==> src/rtl/shift_pkg.sv <==
// Shared constants, opcodes and state encoding for the shift execute unit.
// SHIFT_ROTATE_EN adds the ROTR/ROTL opcodes to the iterating set.
package shift_pkg;

    localparam int WIDTH = 20;
    localparam int AMT_W = 5;

    localparam logic [2:0] OP_SHFTR = 3'd0;
    localparam logic [2:0] OP_SHFTL = 3'd1;
    localparam logic [2:0] OP_SWAP  = 3'd2;
    localparam logic [2:0] OP_ROTR  = 3'd3;
    localparam logic [2:0] OP_ROTL  = 3'd4;

    typedef enum logic [1:0] {
        ST_IDLE  = 2'd0,
        ST_SHIFT = 2'd1,
        ST_DONE  = 2'd2
    } state_e;

    // True for opcodes that walk one bit position per SHIFT cycle.
    function automatic logic is_iter_op(input logic [2:0] op);
        logic r;
        case (op)
            OP_SHFTR, OP_SHFTL: r = 1'b1;
`ifdef SHIFT_ROTATE_EN
            OP_ROTR, OP_ROTL:   r = 1'b1;
`endif
            default:            r = 1'b0;
        endcase
        return r;
    endfunction

    // Shifts saturate at WIDTH steps; rotates wrap modulo WIDTH (amount < 2*WIDTH).
    function automatic logic [AMT_W-1:0] step_count(input logic [2:0] op,
                                                    input logic [AMT_W-1:0] amount);
        logic [AMT_W-1:0] c;
        if (amount >= AMT_W'(WIDTH)) begin
            if (op == OP_ROTR || op == OP_ROTL) begin
                c = amount - AMT_W'(WIDTH);
            end else begin
                c = AMT_W'(WIDTH);
            end
        end else begin
            c = amount;
        end
        return c;
    endfunction

endpackage

==> src/rtl/shift_step.sv <==
// Combinational one-position shift/rotate of the working register.
// Rotate directions exist only when SHIFT_ROTATE_EN is defined.
module shift_step
    import shift_pkg::*;
(
    input  logic [WIDTH-1:0] value,
    input  logic [2:0]       op,
    output logic [WIDTH-1:0] value_o
);

    // Single-bit step selected by the captured opcode.
    always_comb begin
        value_o = value;
        case (op)
            OP_SHFTR: value_o = {1'b0, value[WIDTH-1:1]};
            OP_SHFTL: value_o = {value[WIDTH-2:0], 1'b0};
`ifdef SHIFT_ROTATE_EN
            OP_ROTR:  value_o = {value[0], value[WIDTH-1:1]};
            OP_ROTL:  value_o = {value[WIDTH-2:0], value[WIDTH-1]};
`endif
            default:  value_o = value;
        endcase
    end

endmodule

==> src/rtl/shift_exec_unit.sv <==
// Sequential SHFTR/SHFTL/SWAP execute stage, one bit position per clock.
// Define SHIFT_ROTATE_EN to enable ROTR (op 3) and ROTL (op 4).
module shift_exec_unit
    import shift_pkg::*;
(
    input  logic             clk,
    input  logic             rst_n,
    input  logic             in_valid,
    output logic             in_ready,
    input  logic [2:0]       op,
    input  logic [WIDTH-1:0] data1,
    input  logic [WIDTH-1:0] data2,
    input  logic [AMT_W-1:0] amount,
    output logic             out_valid,
    input  logic             out_ready,
    output logic [WIDTH-1:0] result1,
    output logic [WIDTH-1:0] result2,
    output logic             busy
);

    state_e           state_q, state_d;
    logic [2:0]       op_q, op_d;
    logic [WIDTH-1:0] work_q, work_d;
    logic [AMT_W-1:0] count_q, count_d;
    logic [WIDTH-1:0] result1_q, result1_d;
    logic [WIDTH-1:0] result2_q, result2_d;
    logic             out_valid_q, out_valid_d;
    logic             busy_q, busy_d;
    logic             in_ready_q, in_ready_d;

    logic             accept_s;
    logic [AMT_W-1:0] init_count_s;
    logic [WIDTH-1:0] step_out_s;

    assign accept_s     = in_valid && (state_q == ST_IDLE);
    assign init_count_s = step_count(op, amount);

    shift_step u_step (
        .value   (work_q),
        .op      (op_q),
        .value_o (step_out_s)
    );

    // State and datapath registers; reset abandons any captured operation.
    always_ff @(posedge clk or negedge rst_n) begin
        if (!rst_n) begin
            state_q     <= ST_IDLE;
            op_q        <= 3'd0;
            work_q      <= '0;
            count_q     <= '0;
            result1_q   <= '0;
            result2_q   <= '0;
            out_valid_q <= 1'b0;
            busy_q      <= 1'b0;
            in_ready_q  <= 1'b1;
        end else begin
            state_q     <= state_d;
            op_q        <= op_d;
            work_q      <= work_d;
            count_q     <= count_d;
            result1_q   <= result1_d;
            result2_q   <= result2_d;
            out_valid_q <= out_valid_d;
            busy_q      <= busy_d;
            in_ready_q  <= in_ready_d;
        end
    end

    // Next-state logic.
    always_comb begin
        state_d = state_q;
        case (state_q)
            ST_IDLE: begin
                if (accept_s && is_iter_op(op) && (init_count_s != '0)) begin
                    state_d = ST_SHIFT;
                end else if (accept_s) begin
                    state_d = ST_DONE;
                end else begin
                    state_d = ST_IDLE;
                end
            end
            ST_SHIFT: begin
                if (count_q <= AMT_W'(1)) begin
                    state_d = ST_DONE;
                end else begin
                    state_d = ST_SHIFT;
                end
            end
            ST_DONE: begin
                if (out_ready) begin
                    state_d = ST_IDLE;
                end else begin
                    state_d = ST_DONE;
                end
            end
            default: state_d = ST_IDLE;
        endcase
    end

    // Datapath and registered handshake outputs, derived from the next state.
    always_comb begin
        op_d        = op_q;
        work_d      = work_q;
        count_d     = count_q;
        result1_d   = result1_q;
        result2_d   = result2_q;
        out_valid_d = (state_d == ST_DONE);
        busy_d      = (state_d != ST_IDLE);
        in_ready_d  = (state_d == ST_IDLE);
        case (state_q)
            ST_IDLE: begin
                if (accept_s) begin
                    op_d    = op;
                    work_d  = data1;
                    count_d = init_count_s;
                    if (op == OP_SWAP) begin
                        result1_d = data2;
                        result2_d = data1;
                    end else if (is_iter_op(op)) begin
                        if (init_count_s == '0) begin
                            result1_d = data1;
                            result2_d = '0;
                        end else begin
                            result1_d = result1_q;
                            result2_d = result2_q;
                        end
                    end else begin
                        result1_d = data1;
                        result2_d = data2;
                    end
                end else begin
                    op_d = op_q;
                end
            end
            ST_SHIFT: begin
                work_d  = step_out_s;
                count_d = count_q - AMT_W'(1);
                if (count_q <= AMT_W'(1)) begin
                    result1_d = step_out_s;
                    result2_d = '0;
                end else begin
                    result1_d = result1_q;
                end
            end
            ST_DONE: begin
                result1_d = result1_q;
            end
            default: begin
                result1_d = result1_q;
            end
        endcase
    end

    assign in_ready  = in_ready_q;
    assign out_valid = out_valid_q;
    assign busy      = busy_q;
    assign result1   = result1_q;
    assign result2   = result2_q;

endmodule
==> config.mk <==
export PLATFORM = sky130hd
export DESIGN_NAME = shift_exec_unit
export DESIGN_NICKNAME = d
export VERILOG_FILES = /design/src/rtl/shift_pkg.sv /design/src/rtl/shift_step.sv /design/src/rtl/shift_exec_unit.sv
export SDC_FILE = /design/constraint.sdc
export NUM_CORES = 1
export LEC_CHECK = 0
export CAP_MARGIN = 20
export CORE_MARGIN = 4
export CORE_UTILIZATION = 48
export CTS_BUF_LIST = sky130_fd_sc_hd__clkbuf_2
export DETAILED_ROUTE_END_ITERATION = 10
export PLACE_DENSITY = 0.79
export SYNTH_ARGS = -nofsm -noshare
export SYNTH_HDL_FRONTEND = slang
export SYNTH_SLANG_ARGS = --single-unit
==> constraint.sdc <==
create_clock -name clk -period 2 [get_ports clk]
set_clock_uncertainty 0.2 [all_clocks]
set_input_delay 0.5 -clock clk [delete_from_list [all_inputs] [get_ports clk]]
set_output_delay 0.5 -clock clk [all_outputs]
set_load 0.01 [all_outputs]
==> out/metrics.cfg, run 1 <==
[outcome]
status = complete, but fails checks
violations = negative setup slack

[final_layout]
final_nets = 652
final_layout_size_suffix_gt1_share_pct = 33.28
layout.cells.non_filler = 709
fill_cells = 635
diodes = 0
final_cell_area_um2 = 6336
syn_to_final_growth_pct = 44.52

[sta]
finalCriticalPeriod_ns = 2.245
rsz0062_at_grt = true
max_freq_mhz = 445.4
hold_viol = 0
setup_viol = 40
fin_crit_sh_pct = 112.3
final.setup.worst_slack_ns = -0.2453
timing.slew.headroom_pct = 62.19
finalMaxSlewViolations = 0
worst_pin_slew_ns = 0.5671

[synthesis]
ys_types = 51
netlist.area_leader.share_pct = 41.10
avgSynthCellArea_um2 = 10.24
synth_edf_count = 0
ys_seq_elements = 73
synth_warnings = 0
synth_nets = 484
syn_inst = 428
synthArstFlopShare_pct = 100.0
synth_top_flop_cell = dfrtp_1
synth-seq-area-share_pct = 41.70
yosysTopAreaCell = dfrtp_1
netlist_area_um2 = 4384
synthTopCellsByArea = dfrtp_1 (41%), mux2_4 (14%), nand2_1 (6.9%)

[route]
drtIter0Drc = 241
first_pass_iters = 5
remaining_drc_errors = 0
vias_per_cell = 5.907
vias = 4188
finalWirelength_um = 13240
routedWlPerCell_um = 18.68
antenna_left = 0

[cts]
clkTransAtPathRegs_ns = 0.21
clkLatencyLatePin_ns = 0.54
numCtsBuffers = 9
clockRootBuffer = clkbuf_2
cts_tree = done
clockBufferDepth = 2
cts_sinks = 73
h-tree-depth = 3

[pwr]
total_power_mw = 9.005
peakVddDrop_uv = 716.0
power_density_nw_per_um2 = 1421
p_leak_nw = 2.986

[worst_setup_path]
worstPathRequired_ns = 2.22
crit_type = in -> reg
critPathMaxFanout = 6
critPathLaunchType = input port
end_kind = register
cp.arrival_ns = 2.46

[place]
numPlacedInstances = 645
port_buffers = 94
routabilityCongestion = 0.8824
detailed_place_hpwl_um = 8732
dpl_cell_area_um2 = 5717

[min_path]
hold_path.class = in -> reg

[die]
core_um2 = 8806
rows = 34
die_area_um2 = 10730
pin_count = 95
start_util_pct = 49.79
die_h_um = 103.6
die_x_um = 103.6

[global_route]
grt-ovfl-total = 0
track_usage_pct = 24.10
grt_pass1_vias = 4155
grt_max_degree = 26
grt_pass1_wl_um = 21050
antenna_found_initial = 0

[run]
maxCapViolations = 0

## cells in the final DEF, fill, tap and decap left out, drive strengths merged, types with 3 or more instances in the layout
cell           netlist  final
dlygate4sd2          0     12
nor3                 3      3
clkdlybuf4s15        0     27
nor3b                7      7
clkdlybuf4s50        0     46
o22ai               18     18
inv                  8      8
a21oi               14     14
dfrtp               72     72
mux2                56     56
nand2               82     82
buf                 23     95
a221oi               3      3
nor2                14     14
clkinvlp             0      3
a22o                16     16
o21ai               14     14
mux2i                4      4
a31oi               32     32
o211ai               8      8
clkbuf               6     15
ha                   4      4
nand3               16     16
## cells in the mapped netlist (2+ instances only)
library cell / instances
nor3_1: 3
or2_2: 2
clkbuf_1: 6
buf_1: 5
a221oi_1: 2
o22a_1: 2
o211ai_1: 8
o22ai_1: 17
a22o_1: 16
ha_1: 4
inv_1: 8
a21oi_1: 13
mux2_4: 41
nor2b_1: 2
and3_1: 2
nand3b_1: 2
nor3b_1: 6
buf_12: 4
buf_2: 11
mux2i_1: 4
o21ai_0: 13
nand3_1: 16
mux2_2: 15
a31oi_1: 32
nand2_1: 81
buf_6: 2
nand2b_1: 2
a211oi_1: 2
nor2_1: 14
dfrtp_1: 72
## metal layers
layer | global-route usage, % | routed length, um | up-vias
li1 | - | - | 1912
met1 | 30.09 | 5433 | 2037
met2 | 41.82 | 6648 | 197
met3 | 4.104 | 814 | 42
met4 | 9.212 | 348 | 0
met5 | 0 | 0 | -
## sequential cells by signal, summed over array words and instances (netlist names)
name,count
work_q,20
count_q,5
in_ready,1
result1,20
op_q,3
state_q,2
result2,20
busy,1
out_valid,1
## area by class of cell
class	instances	area, um2	area share (%)
sequential	73	1828	28.85
timing repair buffer	188	1819	28.71
clock buffer	10	50.05	0.7899
inverter	8	33.78	0.5332
clock inverter	6	67.56	1.066
multi-input combinational	316	2402	37.91
tap	108	135.1	2.133
## critical path, stage by stage
cell,delay (ns)
clkdlybuf4s15_2,0.21
clkinvlp_4,0.13
ha_2,0.21
nor3b_4,0.16
o31ai_4,0.28
o22ai_4,0.13
o21ai_4,0.21
buf_12,0.17
buf_12,0.14
mux2_4,0.30
## stage by stage
step	utilization, %	TNS [ns]	setup slack, ns	hold slack (ns)
3_5_place_dp	64.92	-48.70	-1.030	0.2910
5_1_grt	71.95	-8.257	-0.2428	0.1901
4_1_cts	69.71	-6.413	-0.2221	0.2144
3_3_place_gp	64.92	-45.14	-0.9664	0.2738
6_report	71.95	-8.228	-0.2453	0.2194
2_1_floorplan	-	-17.20	-0.4251	0.004409
## power by group
part           leakage, nW  internal (mW)  switching (mW)
Combinational         2.03           3.13            2.26
Clock               0.0685          0.297           0.573
Sequential           0.887           2.21           0.536
Total                 2.99           5.63            3.37
## path summary, 6_finish.rpt
path / startpoint / end / slack [ns] / cells past startpoint
worst max-delay path: amount[3] / result2[7] / -0.25 / 10
worst min-delay path: amount[1] / count_q[1] / 0.22 / 3
worst max register to register: state_q[0] / result2[7] / -0.22 / 7
worst min register to register: count_q[4] / count_q[4] / 0.32 / 1
max in group asynchronous: rst_n / work_q[6] / 0.70 / 3
min in group asynchronous: rst_n / work_q[5] / 0.25 / 2
## repair_timing
action	CTS	global route
gates cloned	4	0
endpoints found under the setup margin	87	79
pin swaps	5	2
hold buffers	1	0
buffers inserted	25	20
resized for setup	65	47
hold endpoints to repair	15	0
## cells by family (layout without fill, tap and decap cells)
kind of cell    after synthesis  after routing  share of synthesized area, %
compound gates              115            115                         18.15
fa+ha+maj                     4              4                         1.142
buf+inv                      39            212                         5.879
flops                        73             73                         41.70
mux                          60             60                         18.81
simple gates                137            137                         14.33
No activity file was read; power rests on OpenSTA's default activity.
==> run 2, diff against run 1 <==
--- a/config.mk
+++ b/config.mk
@@ -10,6 +10,7 @@
 export CORE_UTILIZATION = 48
 export CTS_BUF_LIST = sky130_fd_sc_hd__clkbuf_2
 export DETAILED_ROUTE_END_ITERATION = 10
+export MAX_ROUTING_LAYER = met4
 export PLACE_DENSITY = 0.79
 export SYNTH_ARGS = -nofsm -noshare
 export SYNTH_HDL_FRONTEND = slang
==> out/metrics.cfg, run 2 (synthesized netlist as in run 1, its figures left out) <==
[run]
maxCapViolations = 0  ; unchanged

[sta]
finalCriticalPeriod_ns = 2.201  ; was 2.245 ns
timing.slew.headroom_pct = 74.18  ; was 62.19%
final.setup.worst_slack_ns = -0.2012  ; was -0.2453 ns
rsz0062_at_grt = true  ; unchanged
hold_viol = 0  ; unchanged
worst_pin_slew_ns = 0.3874  ; was 0.5671 ns
finalMaxSlewViolations = 0  ; unchanged
fin_crit_sh_pct = 110.1  ; was 112.3%
setup_viol = 40  ; unchanged
max_freq_mhz = 454.3  ; was 445.4 MHz

[route]
antenna_left = 0  ; unchanged
vias_per_cell = 5.833  ; was 5.907
finalWirelength_um = 12910  ; was 13240 um
routedWlPerCell_um = 18.00  ; was 18.68 um
remaining_drc_errors = 0  ; unchanged
drtIter0Drc = 313  ; was 241
vias = 4182  ; was 4188
first_pass_iters = 6  ; was 5

[final_layout]
mostFrequentLayoutCells = buf_4 (83), nand2_1 (81), dfrtp_1 (72)  ; was nand2_1 (81), buf_4 (76), dfrtp_1 (72)
final_layout_size_suffix_gt1_share_pct = 35.30  ; was 33.28%
layout.cells.non_filler = 717  ; was 709
multi_input_area_um2 = 2389  ; was 2402 um2
final_nets = 660  ; was 652
diodes = 0  ; unchanged
layout_commonest_cell = buf_4  ; was nand2_1
seq_area_um2 = 1828  ; unchanged
fill_cells = 625  ; was 635
fin_util_pct = 72.09  ; was 71.95%
syn_to_final_growth_pct = 44.81  ; was 44.52%

[place]
dp_slack_ns = -1.037  ; was -1.030 ns
numPlacedInstances = 643  ; was 645
routabilityCongestion = 0.9064  ; was 0.8824
port_buffers = 94  ; unchanged
detailed_place_hpwl_um = 8413  ; was 8732 um

[worst_setup_path]
crit_chain = clkdlybuf4s50_1 -> or4_4 -> o22ai_2 -> a21oi_2 -> o21ai_4 -> buf_12 -> clkbuf_16 -> mux2_4  ; was clkdlybuf4s15_2 -> clkinvlp_4 -> ha_2 -> nor3b_4 -> o31ai_4 -> o22ai_4 -> o21ai_4 -> buf_12 -> buf_12 -> mux2_4
crit_type = in -> reg  ; unchanged
end_kind = register  ; unchanged
critPathMaxFanout = 6  ; unchanged
critPathLaunchType = input port  ; unchanged
cp.arrival_ns = 2.46  ; about the same
rr_worst_depth = 7  ; unchanged
cpMaxStageDelayCell = or4_4  ; was mux2_4
cp_slowest_stage_delay_ns = 0.58  ; was 0.30 ns
worstPathRequired_ns = 2.25  ; was 2.22 ns

[cts]
cts_sinks = 73  ; unchanged
clockBufferDepth = 2  ; unchanged
clkLatencyLatePin_ns = 0.55  ; was 0.54 ns
clockRootBuffer = clkbuf_2  ; unchanged
cts_tree = done  ; unchanged
h-tree-depth = 3  ; unchanged
numCtsBuffers = 9  ; unchanged
clkTransAtPathRegs_ns = 0.21  ; about the same

[min_path]
whs_path_depth = 4  ; was 3
hold_path.class = in -> reg  ; unchanged

[global_route]
grt-ovfl-total = 0  ; unchanged
track_usage_pct = 24.17  ; was 24.10%
grt_pass1_wl_um = 20640  ; was 21050 um
grt_max_degree = 74  ; was 26
grt_pass1_vias = 4107  ; was 4155
antenna_found_initial = 0  ; unchanged

[die]
die_x_um = 103.6  ; unchanged
start_util_pct = 49.79  ; unchanged
die_h_um = 103.6  ; unchanged
rows = 34  ; unchanged
pin_count = 95  ; unchanged
die_area_um2 = 10730  ; unchanged
core_um2 = 8806  ; unchanged

[outcome]
violations = negative setup slack  ; unchanged
status = complete, but fails checks  ; unchanged

[pwr]
peakVddDrop_uv = 665.9  ; was 716.0 uV
p_leak_nw = 3.013  ; was 2.986 nW
power_density_nw_per_um2 = 1433  ; was 1421 nW/um2

-- run 2: cell types whose count changed in the layout (fill, tap and decap cells not counted), moves of 2 or more --
| cell | before | now |
|---|---|---|
| clkbuf_2 | 15 | 24 |
| buf_4 | 76 | 83 |
| clkdlybuf4s15_1 | 26 | 20 |
| dlygate4sd2_1 | 12 | 10 |
-- run 2: where the power goes --
group	internal, mW	leakage [nW]	switching, mW
clock network	0.297	0.0685	0.589
registers	2.21	0.887	0.519
logic	3.21	2.06	2.28
total	5.71	3.01	3.38
-- run 2: final timing paths --
path                       startpoint          to  slack, ns
min                         amount[1]  count_q[1]       0.26
max                             op[2]  result2[7]      -0.20
max reg2reg                state_q[0]  result2[7]      -0.18
max in group asynchronous       rst_n    in_ready       0.96
min in group asynchronous       rst_n  result1[6]       0.27
min reg2reg                count_q[4]  count_q[4]       0.34
-- run 2: layer usage --
layer	track usage (%)	wire [um]	vias up
li1	-	-	1932
met2	41.12	6475	183
met5	-	0	-
met1	30.04	5505	2038
met3	4.167	711	29
met4	6.363	214	0
-- run 2: cell type report --
type | instances | share of cell area [%]
Clock buffer | 10 | 0.7883
Clock inverter | 6 | 1.064
Inverter | 8 | 0.5321
Multi-Input combinational cell | 316 | 37.62
Sequential cell | 73 | 28.79
Tap cell | 108 | 2.129
Timing Repair Buffer | 196 | 29.07
-- run 2: timing repair --
action,in CTS,in global routing
gates cloned,4,1
hold buffers,1,0
gates resized for setup,73,47
endpoints found under the setup margin,88,86
pin swaps,5,4
endpoints found under the hold margin,72,0
buffers inserted,33,21
-- run 2: critical path, delay by kind of cell --
kind / cells / cell delay [ns]
compound gates: 3 / 0.29
simple gates: 1 / 0.58
buf+inv: 3 / 0.79
mux: 1 / 0.29
-- run 2: per-stage QoR --
stage / area (um2) / setup TNS [ns] / total power, mW / hold WS [ns]
4_1_cts: 6210 / -6.932 / 8.729 / 0.2731
5_1_grt: 6349 / -7.673 / 9.644 / 0.2349
6_report: 6349 / -6.528 / 9.100 / 0.2621
3_3_place_gp: 5689 / -44.76 / 7.196 / 0.2755
2_1_floorplan: 4423 / -17.20 / 5.618 / 0.004409
3_5_place_dp: 5689 / -48.14 / 7.364 / 0.2945
